<file path="src/rtl/macs_array_if.sv">
// Beat/result handshake bundle between Control (master) and macs_array (slave).
interface macs_array_if #(
  parameter int LANES   = 4,
  parameter int A_WIDTH = 8,
  parameter int B_WIDTH = 16
);
  logic [1:0]               level;
  logic                     in_valid;
  logic                     in_ready;
  logic [LANES*A_WIDTH-1:0] a;
  logic [LANES*B_WIDTH-1:0] b;
  logic [LANES*B_WIDTH-1:0] c;
  logic                     mode;
  logic                     signal;
  logic                     first;
  logic                     last;
  logic                     out_valid;
  logic                     out_ready;
  logic [LANES*B_WIDTH-1:0] result;

  modport master (
    output level, in_valid, a, b, c, mode, signal, first, last, out_ready,
    input  in_ready, out_valid, result
  );

  modport slave (
    input  level, in_valid, a, b, c, mode, signal, first, last, out_ready,
    output in_ready, out_valid, result
  );
endinterface

</file>
<file path="src/rtl/macs_array.sv">
// LANES-wide multiply-add/subtract unit with accumulate runs and per-level modulus masking.
// Stage 1 registers the truncated products, stage 2 adds/accumulates into the result register.
module macs_array #(
  parameter int LANES     = 4,
  parameter int A_WIDTH   = 8,
  parameter int B_WIDTH   = 16,
  parameter int CNT_WIDTH = 11
) (
  input  logic                 clk,
  input  logic                 rstn,
  macs_array_if.slave          bus,
  output logic [CNT_WIDTH-1:0] beat_cnt,
  output logic                 err
);

  logic                       stall;
  logic                       accept;
  logic                       s1_valid;
  logic                       s1_mode;
  logic                       s1_signal;
  logic                       s1_first;
  logic                       s1_last;
  logic [1:0]                 s1_level;
  logic [B_WIDTH-1:0]         s1_prod [LANES];
  logic [B_WIDTH-1:0]         s1_c    [LANES];
  logic [B_WIDTH-1:0]         acc     [LANES];
  logic signed [B_WIDTH-1:0]  a_ext   [LANES];
  logic [B_WIDTH-1:0]         prod    [LANES];
  logic [B_WIDTH-1:0]         base    [LANES];
  logic [B_WIDTH-1:0]         sum     [LANES];
  logic                       run_open;
  logic                       start;
  logic                       bad_first;
  logic                       emit;
  logic                       out_valid_q;
  logic [LANES*B_WIDTH-1:0]   result_q;

  // A held result freezes the whole pipeline, so nothing can overtake it.
  assign stall        = out_valid_q && !bus.out_ready;
  assign bus.in_ready = rstn && !stall;
  assign accept       = bus.in_valid && bus.in_ready;
  assign bus.out_valid = out_valid_q;
  assign bus.result    = result_q;

  // Level 0 works mod 2^15, every other level mod 2^16.
  function automatic logic [B_WIDTH-1:0] mask_q(input logic [B_WIDTH-1:0] v,
                                                input logic [1:0]         lvl);
    logic [B_WIDTH-1:0] m;
    for (int j = 0; j < B_WIDTH; j++) begin
      m[j] = (j < ((lvl == 2'd0) ? 15 : 16));
    end
    return v & m;
  endfunction

  always_comb begin
    for (int i = 0; i < LANES; i++) begin
      a_ext[i] = B_WIDTH'($signed(bus.a[i*A_WIDTH +: A_WIDTH]));
      prod[i]  = a_ext[i] * bus.b[i*B_WIDTH +: B_WIDTH];
    end
  end

  // A run that was never opened, or a first beat, starts from the addend.
  always_comb begin
    start     = s1_first || !run_open;
    bad_first = (s1_first && run_open) || (!s1_first && !run_open);
    emit      = !s1_mode || s1_last;
    for (int i = 0; i < LANES; i++) begin
      base[i] = (s1_mode && !start) ? acc[i] : s1_c[i];
      sum[i]  = s1_signal ? (base[i] - s1_prod[i]) : (base[i] + s1_prod[i]);
    end
  end

  always_ff @(posedge clk) begin
    if (!rstn) begin
      s1_valid    <= 1'b0;
      s1_mode     <= 1'b0;
      s1_signal   <= 1'b0;
      s1_first    <= 1'b0;
      s1_last     <= 1'b0;
      s1_level    <= 2'd0;
      run_open    <= 1'b0;
      out_valid_q <= 1'b0;
      result_q    <= '0;
      beat_cnt    <= '0;
      err         <= 1'b0;
      for (int i = 0; i < LANES; i++) begin
        s1_prod[i] <= '0;
        s1_c[i]    <= '0;
        acc[i]     <= '0;
      end
    end else if (!stall) begin
      s1_valid  <= accept;
      s1_mode   <= bus.mode;
      s1_signal <= bus.signal;
      s1_first  <= bus.first;
      s1_last   <= bus.last;
      s1_level  <= bus.level;
      for (int i = 0; i < LANES; i++) begin
        s1_prod[i] <= prod[i];
        s1_c[i]    <= bus.c[i*B_WIDTH +: B_WIDTH];
      end

      out_valid_q <= s1_valid && emit;
      if (s1_valid) begin
        if (emit) begin
          for (int i = 0; i < LANES; i++) begin
            result_q[i*B_WIDTH +: B_WIDTH] <= mask_q(sum[i], s1_level);
          end
        end
        if (s1_mode) begin
          for (int i = 0; i < LANES; i++) begin
            acc[i] <= sum[i];
          end
          run_open <= !s1_last;
          err      <= err || bad_first;
          if (start) begin
            beat_cnt <= CNT_WIDTH'(1);
          end else if (beat_cnt != '1) begin
            beat_cnt <= beat_cnt + 1'b1;
          end
        end
      end
    end
  end

endmodule

</file>
<file path="src/flat_wrapper.sv">
// flat-port wrapper written by rule: the top's interface ports become plain ports
module macs_array_flat 
#(
  parameter int LANES     = 4,
  parameter int A_WIDTH   = 8,
  parameter int B_WIDTH   = 16,
  parameter int CNT_WIDTH = 11
)
  (clk, rstn, beat_cnt, err, bus_level, bus_in_valid, bus_a, bus_b, bus_c, bus_mode, bus_signal, bus_first, bus_last, bus_out_ready, bus_in_ready, bus_out_valid, bus_result);
  macs_array_if #(.LANES(LANES), .A_WIDTH(A_WIDTH), .B_WIDTH(B_WIDTH)) bus_i ();
  input  logic clk;
  input  logic rstn;
  output logic [CNT_WIDTH-1:0] beat_cnt;
  output logic err;
  input wire logic [$bits(bus_i.level)-1:0] bus_level;
  input wire logic [$bits(bus_i.in_valid)-1:0] bus_in_valid;
  input wire logic [$bits(bus_i.a)-1:0] bus_a;
  input wire logic [$bits(bus_i.b)-1:0] bus_b;
  input wire logic [$bits(bus_i.c)-1:0] bus_c;
  input wire logic [$bits(bus_i.mode)-1:0] bus_mode;
  input wire logic [$bits(bus_i.signal)-1:0] bus_signal;
  input wire logic [$bits(bus_i.first)-1:0] bus_first;
  input wire logic [$bits(bus_i.last)-1:0] bus_last;
  input wire logic [$bits(bus_i.out_ready)-1:0] bus_out_ready;
  output wire logic [$bits(bus_i.in_ready)-1:0] bus_in_ready;
  output wire logic [$bits(bus_i.out_valid)-1:0] bus_out_valid;
  output wire logic [$bits(bus_i.result)-1:0] bus_result;
  assign bus_i.level = bus_level;
  assign bus_i.in_valid = bus_in_valid;
  assign bus_i.a = bus_a;
  assign bus_i.b = bus_b;
  assign bus_i.c = bus_c;
  assign bus_i.mode = bus_mode;
  assign bus_i.signal = bus_signal;
  assign bus_i.first = bus_first;
  assign bus_i.last = bus_last;
  assign bus_i.out_ready = bus_out_ready;
  assign bus_in_ready = bus_i.in_ready;
  assign bus_out_valid = bus_i.out_valid;
  assign bus_result = bus_i.result;
  macs_array #(.LANES(LANES), .A_WIDTH(A_WIDTH), .B_WIDTH(B_WIDTH), .CNT_WIDTH(CNT_WIDTH)) u_core (.clk(clk), .rstn(rstn), .bus(bus_i), .beat_cnt(beat_cnt), .err(err));
endmodule
</file>
<file path="config.mk">
export PLATFORM = sky130hd
export DESIGN_NAME = macs_array_flat
export DESIGN_NICKNAME = d
export VERILOG_FILES = /design/src/rtl/macs_array_if.sv /design/src/rtl/macs_array.sv /design/src/flat_wrapper.sv
export SDC_FILE = /design/constraint.sdc
export NUM_CORES = 1
export LEC_CHECK = 0
export BUFFER_PORTS_ARGS = -buffer_cell sky130_fd_sc_hd__buf_2
export CORE_AREA = 4 4 235 237
export CTS_CLUSTER_DIAMETER = 200
export CTS_CLUSTER_SIZE = 8
export DETAILED_ROUTE_END_ITERATION = 8
export DIE_AREA = 0 0 239 241
export HOLD_SLACK_MARGIN = 0.05
export PLACE_DENSITY = 0.69
export SYNTH_ARGS = -nofsm -noshare
export SYNTH_HDL_FRONTEND = slang
export SYNTH_SLANG_ARGS = --single-unit
</file>
<file path="constraint.sdc">
create_clock -name clk -period 6.43 [get_ports clk]
set_clock_uncertainty 0.15 [all_clocks]
set_input_delay 0.643 -clock clk [delete_from_list [all_inputs] [get_ports clk]]
set_output_delay 0.643 -clock clk [all_outputs]
set_load 0.01 [all_outputs]
</file>
* Word-level counts from Yosys, hierarchy flattened *
Memories as Yosys holds them, arrays and structs flattened.
Index checks and enable logic that the tools add are counted.

cells by class
  add/sub/neg operators = 9
  multipliers = 4
  divide/modulo/power cells = 0
  magnitude comparators = 16
  equality and inequality tests = 1
  shift-type cells = 0
  mux-type cells = 32
  bitwise gates (word level) = 17
  reductions and logical operators = 23

operator list
  kind                                                        number
  two-way mux 16 bit                                          20
  less-than comparator 5 x 32 -> 1 bit, first input constant  8
  less-than comparator 4 x 32 -> 1 bit, first input constant  4
  adder 16 bit                                                4
  AND 16 bit                                                  4
  less-than comparator 3 x 32 -> 1 bit, first input constant  2
  multiplier 8 x 16 -> 16 bit                                 4
  subtractor 16 bit                                           4
  less-than comparator 1 x 32 -> 1 bit, first input constant  1
  less-than comparator 2 x 32 -> 1 bit, first input constant  1
  two-way mux 11 bit                                          2
  OR 1 bit                                                    12
  adder 11 x 1 -> 11 bit, second input constant               1
  inequality test 11 bit, second input constant               1
  two-way mux 1 bit                                           9
  logical AND 1 bit                                           7
  zero test 1 bit                                             7
  AND reduction 3 bit                                         2
  two-way mux 5 bit                                           1
  logical OR 1 bit                                            4
  AND reduction 4 bit                                         1
  zero test 2 bit                                             1
  nonzero test 2 bit                                          1
  NOT 1 bit                                                   1

word-level totals
  flip-flop bits (word level) = 85
  latch bits = 0
  RAM bits = 192
  ROM bits = 0
  bits of input ports = 170
  output and inout port bits = 78
  logic and storage cells = 116
  memories = 3

memory list
  name            words  bits a word  read ports  clocked after memory_dff  write ports  RTL line          RTL
  u_core.acc      4      16           4           0                         4            macs_array.sv:26  logic [B_WIDTH-1:0] acc [LANES];
  u_core.s1_c     4      16           4           0                         4            macs_array.sv:25  logic [B_WIDTH-1:0] s1_c [LANES];
  u_core.s1_prod  4      16           4           0                         4            macs_array.sv:24  logic [B_WIDTH-1:0] s1_prod [LANES];

* Logic depth before layout (Yosys ltp) *
  depth after elaboration = 8
  depth in mapped cells = 18
  gate-level depth less buffers = 17

* Worst setup path after synthesis *
OpenSTA, ideal clock, no wires.

  path kind = input to register
  from = in bus_a[14]
  to = mem u_core.s1_prod[1][15], data pin
  library setup time = 266 ps
  arrival = 4,598 ps
  data required time = 6,014 ps
  setup slack = 1,416 ps
  stages on the path = 15
  buffers on the path = 1
  path through = clkbuf_1 nand2_1 fa_1 fa_1 inv_1 fa_1 inv_1 fa_1 inv_1 ha_1 a2111oi_0 o31ai_1 o41a_1 xnor2_1 nor2_1

RTL lines
  item                RTL line            RTL
  start: declaration  flat_wrapper.sv:17  input wire logic [$bits(bus_i.a)-1:0] bus_a;
  end: declaration    macs_array.sv:24

==> results_dict.tcl <==
set metrics [dict create \
    clock_latency_ps 540 \
    filler_cell_count 4773 \
    p_leak_nw 13.8 \
    hpwl_um 50200 \
    die-area_um2 57600 \
    synth.cell_area_um2 26400 \
    fin_util_pct 55.2 \
    drt_pass1_iterations 6 \
    synth_xor_area_share_pct 6.66 \
    coreArea_um2 53300 \
    min_from "bus_in_valid" \
    cts_resized 0 \
    hold_viol 0 \
    cp-end-kind "flop" \
    antenna_left 0 \
    critPathLaunchType "primary input" \
    multi_input_area_um2 17100 \
    status "complete, no violations" \
    root_buffer "clkbuf_16" \
    port_buffers 247 \
    drtIter0Drc 1244 \
    muxShareOfSynthArea_pct 2.85 \
    async_flop_share_pct 0 \
    num_io_pins 248 \
    ys.flop_type "edfxtp_1" \
    die_w_um 239 \
    synth_top_cell_by_area "edfxtp_1" \
    grt_setup_unrepaired "no" \
    antenna_found_initial 3 \
    slew_headroom_pct 40.4 \
    whs_path_depth 2 \
    final_layout_size_suffix_gt1_share_pct 13.4 \
    crit_type "primary input to flop" \
    r2r_start "u_core.s1_first$_SDFFE_PN0N_" \
    timing.rr.end "u_core.acc[0][15]$_SDFFCE_PN0P_" \
    avgRoutedWirePerCell_um 17.5 \
    seq_area_frac_synth_pct 28.3 \
    worstPathArrival_ps 4950 \
    viasPerCell 5.34 \
    area_delta_synth_final_pct 11.6 \
    tns_ps 0 \
    gp_congestion 0.896 \
    numClockSinks 277 \
    synthSimpleGateAreaFrac_pct 19.3 \
    drc_errors 0 \
    final_nets 3600 \
    p_per_area_nw_per_um2 353 \
    fin_crit_sh_pct 75.3 \
    post_cts_buffers 0 \
    synth.area.top_cells "edfxtp_1 (22%), fa_1 (19%), ha_1 (9.6%), dfxtp_1 (6.5%), and2_1 (6.1%)" \
    synth_top_family_by_area "adder cells" \
    hold_path_end "u_core.s1_valid$_SDFFE_PN0N_" \
    synth_nets 3388 \
    grt_overflow 0 \
    min_period_ps 4840 \
    start_util_pct 49.5 \
    cts_hold_buf 0 \
    cp.required_ps 6540 \
    clk_pin_slew_ps 50 \
    crit_fanout 16 \
    min_path_type "primary input to flop" \
    max-cap-violations 0 \
    yosysUniqueCellTypes 60 \
    synth_edf_count 192 \
    track_usage_pct 22.4 \
    max_freq_mhz 207 \
    synthAdderAreaFrac_pct 28.4 \
    grt_max_degree 87 \
    grt_pass1_wl_um 105000 \
    ff2ff_path_depth 13 \
    htreeDepth 2 \
    rows 85 \
    ff_latch_area_um2 7470 \
    cts_tree "built" \
    synth_compound_area_share_pct 7.64 \
    postSynthCellCount 2768 \
    vias 19800 \
    syn_avg_cell_area_um2 9.53 \
    fp.dieH_um 241 \
    vdd_drop_max_v 0.000195 \
    tightest_slew_ps 894 \
    ys_warn_count 0 \
    setup_violations 0 \
    ff2ff_setup_slack_ps 2110 \
    report.final.slew_viol_count 0 \
    wl_um 64800 \
    grt_pass1_vias 20100 \
    ys_ff_latch 277 \
    synth_top_area_share_pct 21.9 \
    numCtsBuffers 40 \
    clock_path_buffers 3 \
]
report_power, final:
part	total [mW]	internal (mW)	switching, mW
Sequential	2.52	2.28	0.244
Combinational	5.91	2.53	3.38
Clock	1.96	1.18	0.771
critical path, cell delays in order:
cell and delay (ps):
buf_2 210, and2_1 200, ha_1 270, inv_1 50
fa_1 500, inv_1 40, ha_1 260, inv_1 50
fa_1 590, inv_1 60, ha_1 280, a21o_1 180
a21o_1 210, a2111oi_0 620, o31ai_1 200, o41a_1 350
xnor2_1 170, nor2_1 50
cells by family (layout without fill, tap and decap cells):
| kind of cell | count (synthesis) | count (layout) |
|---|---|---|
| multiplexers | 68 | 68 |
| buffers and inverters | 479 | 720 |
| adder cells (fa/ha/maj) | 450 | 450 |
| other | 0 | 2 |
| AO/OA/AOI/OAI | 316 | 316 |
| XOR/XNOR | 198 | 198 |
| AND/OR/NAND/NOR | 980 | 980 |
| flip-flops | 277 | 277 |
cells in the mapped netlist, drive strengths merged, types with 68 or more instances:
| master | count |
|---|---|
| ha | 202 |
| nand2 | 202 |
| clkbuf | 81 |
| fa | 248 |
| inv | 387 |
| edfxtp | 192 |
| a21oi | 89 |
| o21ai | 68 |
| dfxtp | 85 |
| and2 | 258 |
| and3 | 95 |
| xnor2 | 140 |
| nor2 | 232 |
layout make-up:
type                            instances  share of cell area, %
Multi-Input combinational cell       2012                   58.2
Sequential cell                       277                   25.4
Inverter                              387                   4.95
Timing Repair Buffer                  262                   4.59
Clock buffer                           68                   3.83
Tap cell                              696                   2.96
Clock inverter                          3                 0.0765
Antenna cell                            2                 0.0170
placed cells by master, fill, tap and decap left out, types with 23 or more instances in the layout:
master	instances
xnor2_1	137
a21o_1	31
a21oi_1	89
xor2_1	58
fa_1	248
and2_1	257
edfxtp_1	192
nor2b_1	23
and3_1	94
o21ai_1	23
ha_1	202
a31oi_1	25
nor2_1	232
dfxtp_1	84
o21a_1	30
inv_1	385
nand2b_1	38
o21ai_0	45
clkbuf_1	27
nand3_1	24
mux2_2	56
buf_2	246
clkbuf_16	41
nand2_1	198
nor3_1	48
registers in the layout, indices dropped and copies added, names as in the netlist:
name and count:
u_core.acc 64, u_core.bus.result 64, u_core.s1_c 64, u_core.s1_prod 64, u_core.beat_cnt 11, u_core.s1_level 2, u_core.bus.out_valid 1, u_core.err 1
u_core.run_open 1, u_core.s1_first 1, u_core.s1_last 1, u_core.s1_mode 1, u_core.s1_signal 1, u_core.s1_valid 1
per-layer routing:
| layer | track usage, % | part of all wire [%] | vias to the layer above |
|---|---|---|---|
| met4 | 4.90 | 1.8 | 2 |
| met2 | 37.4 | 47 | 541 |
| met3 | 3.02 | 6.3 | 77 |
| met1 | 31.4 | 44 | 9668 |
| li1 | - | - | 9495 |
| met5 | 0 | 0.011 | - |
stage by stage:
| step | instance area, um2 | cells | power, mW | setup WS, ps | hold slack (ps) |
|---|---|---|---|---|---|
| finish | 29400 | 3707 | 10.4 | 1590 | 180 |
| global route | 29400 | 3707 | 11.3 | 1330 | 192 |
| CTS | 29400 | 3705 | 10.4 | 1610 | 166 |
| detailed placement | 28300 | 3634 | 8.43 | 1060 | 298 |
| global placement | 28300 | 3634 | 8.28 | 1150 | 295 |
| floorplan | 26400 | 2768 | 6.99 | 1420 | 293 |
worst max-delay path by stage:
| stage | startpoint | end | slack, ps | cells after the start |
|---|---|---|---|---|
| 6_report | bus_a[8] | u_core.s1_prod[1][15]$_SDFFCE_PN0P_ | 1590 | 18 |
| 5_1_grt | bus_a[8] | u_core.s1_prod[1][15]$_SDFFCE_PN0P_ | 1330 | 18 |
| 4_1_cts | bus_a[9] | u_core.s1_prod[1][15]$_SDFFCE_PN0P_ | 1610 | 18 |
| 3_5_place_dp | bus_a[9] | u_core.s1_prod[1][15]$_SDFFCE_PN0P_ | 1060 | 18 |
| 3_3_place_gp | bus_b[16] | u_core.s1_prod[1][15]$_SDFFCE_PN0P_ | 1150 | 15 |
| 2_1_floorplan | bus_a[14] | u_core.s1_prod[1][15]$_SDFFCE_PN0P_ | 1420 | 15 |
(Power assumes the default switching activity.)
